<file path="src/rtl/rd_drain_arb_pkg.sv">
// rd_drain_arb_pkg
//   Shared types and default constants for the read-side drain arbiter.
//   Contents:
//     state_e           - arbiter FSM state (IDLE, XFER)
//     DEF_DATA_WIDTH    - default FIFO word width
//     DEF_NUM_REQ       - default number of consumers
//     DEF_BURST_MAX     - default maximum words per grant
//     idx_w()           - index width for a consumer count
package rd_drain_arb_pkg;

    typedef enum logic {
        IDLE = 1'b0,
        XFER = 1'b1
    } state_e;

    localparam int DEF_DATA_WIDTH = 8;
    localparam int DEF_NUM_REQ    = 4;
    localparam int DEF_BURST_MAX  = 4;

    // Consumer index width; NUM_REQ is at least 2 so this is never 0.
    function automatic int idx_w(input int n);
        return (n > 1) ? $clog2(n) : 1;
    endfunction

endpackage

</file>
<file path="src/rtl/rd_drain_arb_if.sv">
// rd_drain_arb_if
//   Bundles the FIFO read port, the consumer request/grant vector and the
//   delivered-word output port of rd_drain_arb.
//   Signals:
//     r_empty   - FIFO empty flag (rclk domain)
//     r_data    - FIFO data at the current read address
//     r_inc     - FIFO pop strobe (combinational, from arbiter)
//     req       - per-consumer level request
//     grant     - one-hot registered grant
//     out_valid / out_ready / out_data / out_id - delivered word handshake
//   Modports:
//     master - the arbiter side
//     slave  - the FIFO / consumer environment side
interface rd_drain_arb_if
    import rd_drain_arb_pkg::*;
#(
    parameter int DATA_WIDTH = DEF_DATA_WIDTH,
    parameter int NUM_REQ    = DEF_NUM_REQ
) ();
    localparam int IDW = idx_w(NUM_REQ);

    logic                  r_empty;
    logic [DATA_WIDTH-1:0] r_data;
    logic                  r_inc;
    logic [NUM_REQ-1:0]    req;
    logic [NUM_REQ-1:0]    grant;
    logic                  out_valid;
    logic                  out_ready;
    logic [DATA_WIDTH-1:0] out_data;
    logic [IDW-1:0]        out_id;

    modport master (
        input  r_empty, r_data, req, out_ready,
        output r_inc, grant, out_valid, out_data, out_id
    );

    modport slave (
        output r_empty, r_data, req, out_ready,
        input  r_inc, grant, out_valid, out_data, out_id
    );

endinterface

</file>
<file path="src/rtl/rd_drain_arb_rr_pick.sv">
// rr_pick
//   Combinational round-robin picker. Scans req_i starting at ptr_i and
//   wrapping at NUM_REQ; the first set bit wins.
//   Ports:
//     req_i     in  NUM_REQ  request vector
//     ptr_i     in  IDW      highest-priority index
//     gnt_oh_o  out NUM_REQ  one-hot winner (0 when no request)
//     gnt_idx_o out IDW      winner index (0 when no request)
//     gnt_vld_o out 1        some request present
module rr_pick
    import rd_drain_arb_pkg::*;
#(
    parameter int NUM_REQ = DEF_NUM_REQ,
    parameter int IDW     = idx_w(NUM_REQ)
) (
    input  logic [NUM_REQ-1:0] req_i,
    input  logic [IDW-1:0]     ptr_i,
    output logic [NUM_REQ-1:0] gnt_oh_o,
    output logic [IDW-1:0]     gnt_idx_o,
    output logic               gnt_vld_o
);

    always_comb begin
        int c;
        gnt_oh_o  = '0;
        gnt_idx_o = '0;
        gnt_vld_o = 1'b0;
        c         = 0;
        for (int i = 0; i < NUM_REQ; i++) begin
            // Explicit wrap instead of '%' so non-power-of-two counts stay cheap.
            c = int'(ptr_i) + i;
            if (c >= NUM_REQ) c = c - NUM_REQ;
            if (!gnt_vld_o && req_i[c]) begin
                gnt_vld_o   = 1'b1;
                gnt_oh_o[c] = 1'b1;
                gnt_idx_o   = IDW'(c);
            end
        end
    end

endmodule

</file>
<file path="src/rtl/rd_drain_arb.sv">
// rd_drain_arb
//   Drains a FIFO read port into a single registered output stage, handing
//   bursts of up to BURST_MAX words to consumers chosen round-robin.
//   Ports:
//     rclk        in   read-domain clock
//     rrst_n      in   asynchronous active-low reset
//     bus         if   rd_drain_arb_if.master (FIFO read, req/grant, output)
//     stat_words  out  [15:0] saturating pop count      (RD_DRAIN_ARB_STATS_EN)
//     stat_stalls out  [15:0] saturating stall count    (RD_DRAIN_ARB_STATS_EN)
//   Build option: define RD_DRAIN_ARB_STATS_EN to add the two counters.
module rd_drain_arb #(
    parameter int DATA_WIDTH = rd_drain_arb_pkg::DEF_DATA_WIDTH,
    parameter int NUM_REQ    = rd_drain_arb_pkg::DEF_NUM_REQ,
    parameter int BURST_MAX  = rd_drain_arb_pkg::DEF_BURST_MAX
) (
    input  logic              rclk,
    input  logic              rrst_n,
`ifdef RD_DRAIN_ARB_STATS_EN
    output logic [15:0]       stat_words,
    output logic [15:0]       stat_stalls,
`endif
    rd_drain_arb_if.master    bus
);
    import rd_drain_arb_pkg::*;

    localparam int IDW = idx_w(NUM_REQ);
    localparam int CW  = $clog2(BURST_MAX + 1);
    localparam logic [CW-1:0]  LAST    = CW'(BURST_MAX - 1);
    localparam logic [IDW-1:0] TOP_IDX = IDW'(NUM_REQ - 1);

    state_e                state_q;
    logic [NUM_REQ-1:0]    grant_q;
    logic [IDW-1:0]        gid_q;
    logic [IDW-1:0]        rr_ptr_q;
    logic [CW-1:0]         burst_cnt_q;
    logic                  out_valid_q;
    logic [DATA_WIDTH-1:0] out_data_q;
    logic [IDW-1:0]        out_id_q;

    logic [NUM_REQ-1:0]    pick_oh;
    logic [IDW-1:0]        pick_idx;
    logic                  pick_vld;
    logic                  pop;
    logic                  owner_req;
    logic [IDW-1:0]        rr_ptr_d;

    rr_pick #(.NUM_REQ(NUM_REQ), .IDW(IDW)) u_pick (
        .req_i     (bus.req),
        .ptr_i     (rr_ptr_q),
        .gnt_oh_o  (pick_oh),
        .gnt_idx_o (pick_idx),
        .gnt_vld_o (pick_vld)
    );

    assign owner_req = bus.req[gid_q];

    // The output stage can take a word when empty or being drained this cycle.
    assign pop = (state_q == XFER) & ~bus.r_empty & owner_req
               & (~out_valid_q | bus.out_ready);

    assign rr_ptr_d = (gid_q == TOP_IDX) ? '0 : gid_q + 1'b1;

    always_ff @(posedge rclk or negedge rrst_n) begin
        if (!rrst_n) begin
            state_q     <= IDLE;
            grant_q     <= '0;
            gid_q       <= '0;
            rr_ptr_q    <= '0;
            burst_cnt_q <= '0;
            out_valid_q <= 1'b0;
            out_data_q  <= '0;
            out_id_q    <= '0;
        end else begin
            case (state_q)
                IDLE: begin
                    if (!bus.r_empty && pick_vld) begin
                        grant_q     <= pick_oh;
                        gid_q       <= pick_idx;
                        burst_cnt_q <= '0;
                        state_q     <= XFER;
                    end
                end
                XFER: begin
                    if (pop) begin
                        // Final pop of the burst also ends the grant, so the
                        // counter peaks at BURST_MAX and never wraps.
                        burst_cnt_q <= burst_cnt_q + 1'b1;
                        if (burst_cnt_q == LAST) begin
                            state_q  <= IDLE;
                            grant_q  <= '0;
                            rr_ptr_q <= rr_ptr_d;
                        end
                    end else if (!owner_req || bus.r_empty) begin
                        state_q  <= IDLE;
                        grant_q  <= '0;
                        rr_ptr_q <= rr_ptr_d;
                    end
                end
                default: state_q <= IDLE;
            endcase

            // Single output register: a pop overwrites it even while the
            // previous word is being accepted, so back-to-back has no bubble.
            if (pop) begin
                out_data_q  <= bus.r_data;
                out_id_q    <= gid_q;
                out_valid_q <= 1'b1;
            end else if (bus.out_ready) begin
                out_valid_q <= 1'b0;
            end
        end
    end

    assign bus.r_inc     = pop;
    assign bus.grant     = grant_q;
    assign bus.out_valid = out_valid_q;
    assign bus.out_data  = out_data_q;
    assign bus.out_id    = out_id_q;

`ifdef RD_DRAIN_ARB_STATS_EN
    logic [15:0] stat_words_q;
    logic [15:0] stat_stalls_q;
    logic        stall;

    // Owner has data waiting but the output stage is full and not draining.
    assign stall = (state_q == XFER) & ~bus.r_empty & owner_req
                 & out_valid_q & ~bus.out_ready;

    always_ff @(posedge rclk or negedge rrst_n) begin
        if (!rrst_n) begin
            stat_words_q  <= '0;
            stat_stalls_q <= '0;
        end else begin
            if (pop && stat_words_q != 16'hFFFF)
                stat_words_q <= stat_words_q + 16'd1;
            if (stall && stat_stalls_q != 16'hFFFF)
                stat_stalls_q <= stat_stalls_q + 16'd1;
        end
    end

    assign stat_words  = stat_words_q;
    assign stat_stalls = stat_stalls_q;
`endif

endmodule
</file>
<file path="src/flat_wrapper.sv">
// flat-port wrapper written by rule: the top's interface ports become plain ports
module rd_drain_arb_flat import rd_drain_arb_pkg::*;
#(
    parameter int DATA_WIDTH = rd_drain_arb_pkg::DEF_DATA_WIDTH,
    parameter int NUM_REQ    = rd_drain_arb_pkg::DEF_NUM_REQ,
    parameter int BURST_MAX  = rd_drain_arb_pkg::DEF_BURST_MAX
)
  (rclk, rrst_n, bus_r_empty, bus_r_data, bus_req, bus_out_ready, bus_r_inc, bus_grant, bus_out_valid, bus_out_data, bus_out_id);
  rd_drain_arb_if #(.DATA_WIDTH(DATA_WIDTH), .NUM_REQ(NUM_REQ)) bus_i ();
  input  logic rclk;
  input  logic rrst_n;
  input wire logic [$bits(bus_i.r_empty)-1:0] bus_r_empty;
  input wire logic [$bits(bus_i.r_data)-1:0] bus_r_data;
  input wire logic [$bits(bus_i.req)-1:0] bus_req;
  input wire logic [$bits(bus_i.out_ready)-1:0] bus_out_ready;
  output wire logic [$bits(bus_i.r_inc)-1:0] bus_r_inc;
  output wire logic [$bits(bus_i.grant)-1:0] bus_grant;
  output wire logic [$bits(bus_i.out_valid)-1:0] bus_out_valid;
  output wire logic [$bits(bus_i.out_data)-1:0] bus_out_data;
  output wire logic [$bits(bus_i.out_id)-1:0] bus_out_id;
  assign bus_i.r_empty = bus_r_empty;
  assign bus_i.r_data = bus_r_data;
  assign bus_i.req = bus_req;
  assign bus_i.out_ready = bus_out_ready;
  assign bus_r_inc = bus_i.r_inc;
  assign bus_grant = bus_i.grant;
  assign bus_out_valid = bus_i.out_valid;
  assign bus_out_data = bus_i.out_data;
  assign bus_out_id = bus_i.out_id;
  rd_drain_arb #(.DATA_WIDTH(DATA_WIDTH), .NUM_REQ(NUM_REQ), .BURST_MAX(BURST_MAX)) u_core (.rclk(rclk), .rrst_n(rrst_n), .bus(bus_i));
endmodule
</file>
<file path="config.mk">
export PLATFORM = sky130hd
export DESIGN_NAME = rd_drain_arb_flat
export DESIGN_NICKNAME = d
export VERILOG_FILES = /design/src/rtl/rd_drain_arb_pkg.sv /design/src/rtl/rd_drain_arb_if.sv /design/src/rtl/rd_drain_arb_rr_pick.sv /design/src/rtl/rd_drain_arb.sv /design/src/flat_wrapper.sv
export SDC_FILE = /design/constraint.sdc
export NUM_CORES = 1
export LEC_CHECK = 0
export ABC_CLOCK_PERIOD_IN_PS = 3500
export CELL_PAD_IN_SITES_DETAIL_PLACEMENT = 1
export CELL_PAD_IN_SITES_GLOBAL_PLACEMENT = 2
export CORE_ASPECT_RATIO = 0.8
export CORE_MARGIN = 2
export CORE_UTILIZATION = 33
export CTS_CLUSTER_DIAMETER = 120
export DETAILED_ROUTE_END_ITERATION = 6
export PLACE_DENSITY_LB_ADDON = 0.1
export SYNTH_ARGS = -nofsm -noshare
export SYNTH_HDL_FRONTEND = slang
export SYNTH_HIERARCHICAL = 1
export SYNTH_SLANG_ARGS = --single-unit
</file>
<file path="constraint.sdc">
create_clock -name rclk -period 3.5 [get_ports rclk]
set_clock_uncertainty 0.2 [all_clocks]
set_input_delay 0.7 -clock rclk [delete_from_list [all_inputs] [get_ports rclk]]
set_output_delay 0.7 -clock rclk [all_outputs]
set_load 0.05 [all_outputs]
</file>
==> run_results.csv <==
group,metric,value,unit
final_layout,antenna_cells,0,
die,die_y,65.1,µm
placement,port_buffers,31,
yosys,syn_nets,155,
routing,vias,1147,
clocking,cts_inserted_buffers,3,
yosys,yosysSeqAreaShare,37.4,%
run,maxCapViolations,0,
clocking,h-tree-depth,1,
placement,hpwl,2780,µm
die,coreArea,0.00454,mm²
global_routing,grt_pass1_wl,6230,µm
global_routing,grt_pass1_vias,1216,
timing,finalCritPeriodShare,86.0,%
timing,hold_viol_final,0,
worst_setup_path,worst_setup_path_end_kind,"register",
power_and_ir_drop,p_leak,0.881,nW
final_layout,layout.nets,191,
final_layout,multi_input_area,878,µm²
worst_setup_path,critPathLaunchType,"input pin",
power_and_ir_drop,ir_worst_vdd,0.348,mV
outcome,status,"complete, no violations",
final_layout,n_fill_cell,504,
clocking,cts_setup_buffers,0,
worst_setup_path,crit_arrival,2.99,ns
global_routing,antenna_found_initial,0,
timing,fmax,332,MHz
placement,routabilityCongestion,0.796,
routing,drtIter0Drc,47,
yosys,yosys.area.top_type,"dfrtp_1",
routing,routed_wirelength,3610,µm
yosys,synth_edf_count,0,
yosys,yosys_warnings,6,
clocking,clockRootBuffer,"clkbuf_8",
timing,fin_setup_tns,0,ns
clocking,ctsHoldBuffers,0,
global_routing,gr-total-overflow,0,
die,die_x,80.3,µm
global_routing,grt_max_degree,24,
routing,detail-route-antenna-nets,0,
yosys,syn_inst,128,
clocking,cts.repair.resized,0,
yosys,ys_types,34,
yosys,yosys_most_used_dff,"dfrtp_1",
timing,slew_violations,0,
worst_setup_path,path_class,"in -> reg",
clocking,cts_tree,"done",
routing,vias_per_cell,5.14,
timing,setup_violations,0,
worst_hold_path,hold_class,"reg -> reg",
worst_setup_path,worstPathRequired,3.48,ns
die,io_pins,32,
routing,avgRoutedWirePerCell,16.2,µm
timing,grt_setup_unrepaired,"false",
routing,firstDrtPassIters,4,
clocking,clock_latency,0.26,ns
die,initial_core_util,33.9,%
final_layout,drive_above_1_share,19.6,%
timing,whs,0.299,ns
power_and_ir_drop,total_power,1.95,mW
global_routing,grt_use_total,15.6,%
routing,drc_errors,0,
worst_setup_path,crit_fanout,7,
yosys,synth_area_leaders,"dfrtp_1, ha_1, mux2_2",
final_layout,utilization,43.5,%
timing,min_period,3.01,ns
timing,relSlewSlack,65.0,%
clocking,cts_buffer_depth,2,
yosys,synth_seq_cells,23,
clocking,clock-sinks,23,
die,placement_rows,22,
yosys,synth_top_area_share,37.4,%
yosys,async_reset_ff_share,100,%
yosys,synth_area,0.00154,mm²
clocking,cts.reportedPaths.clkPinSlew,0.08,ns
yosys,syn_avg_cell_area,12.0,µm²
final_layout,area_growth,28.6,%
timing,worst_slew_pin_slew,0.523,ns
die,dieArea,0.00523,mm²
final_layout,regArea,576,µm²
power_and_ir_drop,powerDensity,988,mW/mm²
-- worst max-delay path, stage by stage --
cell and delay (ns):
clkdlybuf4s50_1 0.49, mux4_1 0.68, nor3_1 0.32, nand2b_1 0.09, nand2b_1 0.09, nor2_1 0.09, a211o_1 0.37, o22ai_1 0.16
-- power by group --
part           switching (mW)  leakage, nW  internal [mW]
registers               0.102        0.288          0.386
logic                   0.744        0.571          0.558
clock network          0.0825       0.0228         0.0812
total                   0.928        0.881           1.03
-- routing by layer --
metal / global-route usage, % / vias to the layer above / share of wire (%)
met1: 20.7 / 567 / 45
met5: 0 / - / 0
li1: - / 546 / -
met2: 24.9 / 25 / 49
met4: 4.45 / 0 / 1.6
met3: 4.46 / 9 / 4.3
-- logic make-up after synthesis --
group           after synthesis  share of synthesized area [%]
simple gates                 19                           8.54
flops                        23                           37.4
buf+inv                      16                           5.45
compound gates               29                           13.0
fa+ha+maj                    11                           8.95
mux                          30                           26.6
-- cell type report --
class | count | area share (%)
Multi-Input combinational cell | 89 | 44.4
Sequential cell | 23 | 29.1
Timing Repair Buffer | 37 | 18.5
Tap cell | 60 | 3.80
Clock buffer | 4 | 2.28
Inverter | 10 | 1.90
-- path summary, 6_finish.rpt --
path,from,to,slack (ns),depth (start not counted)
max in group asynchronous,rrst_n,u_core/rr_ptr_q[0]$_DFFE_PN0P_,2.28,2
worst max-delay path,bus_req[2],u_core/bus.grant[2]$_DFFE_PN0P_,0.49,8
worst max register to register,u_core/rr_ptr_q[1]$_DFFE_PN0P_,u_core/bus.grant[2]$_DFFE_PN0P_,0.79,9
min in group asynchronous,rrst_n,u_core/bus.out_data[6]$_DFFE_PN0P_,0.59,2
worst min register to register,u_core/burst_cnt_q[0]$_DFFE_PN0P_,u_core/burst_cnt_q[0]$_DFFE_PN0P_,0.30,1
worst min-delay path,u_core/burst_cnt_q[0]$_DFFE_PN0P_,u_core/burst_cnt_q[0]$_DFFE_PN0P_,0.30,1
-- flip-flops by register name, summed over array words and instances (netlist names) --
| name | count |
|---|---|
| u_core/gid_q | 2 |
| u_core/bus.out_id | 2 |
| u_core/bus.out_valid | 1 |
| u_core/bus.grant | 4 |
| u_core/state_q | 1 |
| u_core/burst_cnt_q | 3 |
| u_core/rr_ptr_q | 2 |
| u_core/bus.out_data | 8 |
-- synthesized netlist by cell type (all sizes together) (2+ instances only) --
master  count
o22ai       6
nor2        4
nand2       3
mux4        4
buf         4
mux2       17
dfrtp      23
mux2i       9
clkbuf      2
nand2b      4
inv        10
ha         11
a22oi       8
o21ai       8
-- placed cells by master (no fill, tap or decap), types with 3 or more instances in the layout --
cell and n:
clkbuf_8 3, nand2_1 3, ha_1 11, nor2_1 4, mux2_4 7, clkdlybuf4s50_1 30, inv_1 10, buf_4 6
mux2i_1 9, a22oi_1 8, mux4_1 3, o22ai_1 5, mux2_2 10, o21ai_0 7, dfrtp_1 23, nand2b_1 4
-- per-stage QoR --
step | cell area (µm²) | setup WS, ns | std cells
CTS | 1980 | 0.490 | 223
floorplan | 1540 | 0.727 | 128
global route | 1980 | 0.262 | 223
global placement | 1930 | 0.340 | 219
detailed placement | 1930 | 0.208 | 219
finish | 1980 | 0.492 | 223
Note: power is estimated with default switching activity, not from simulation.
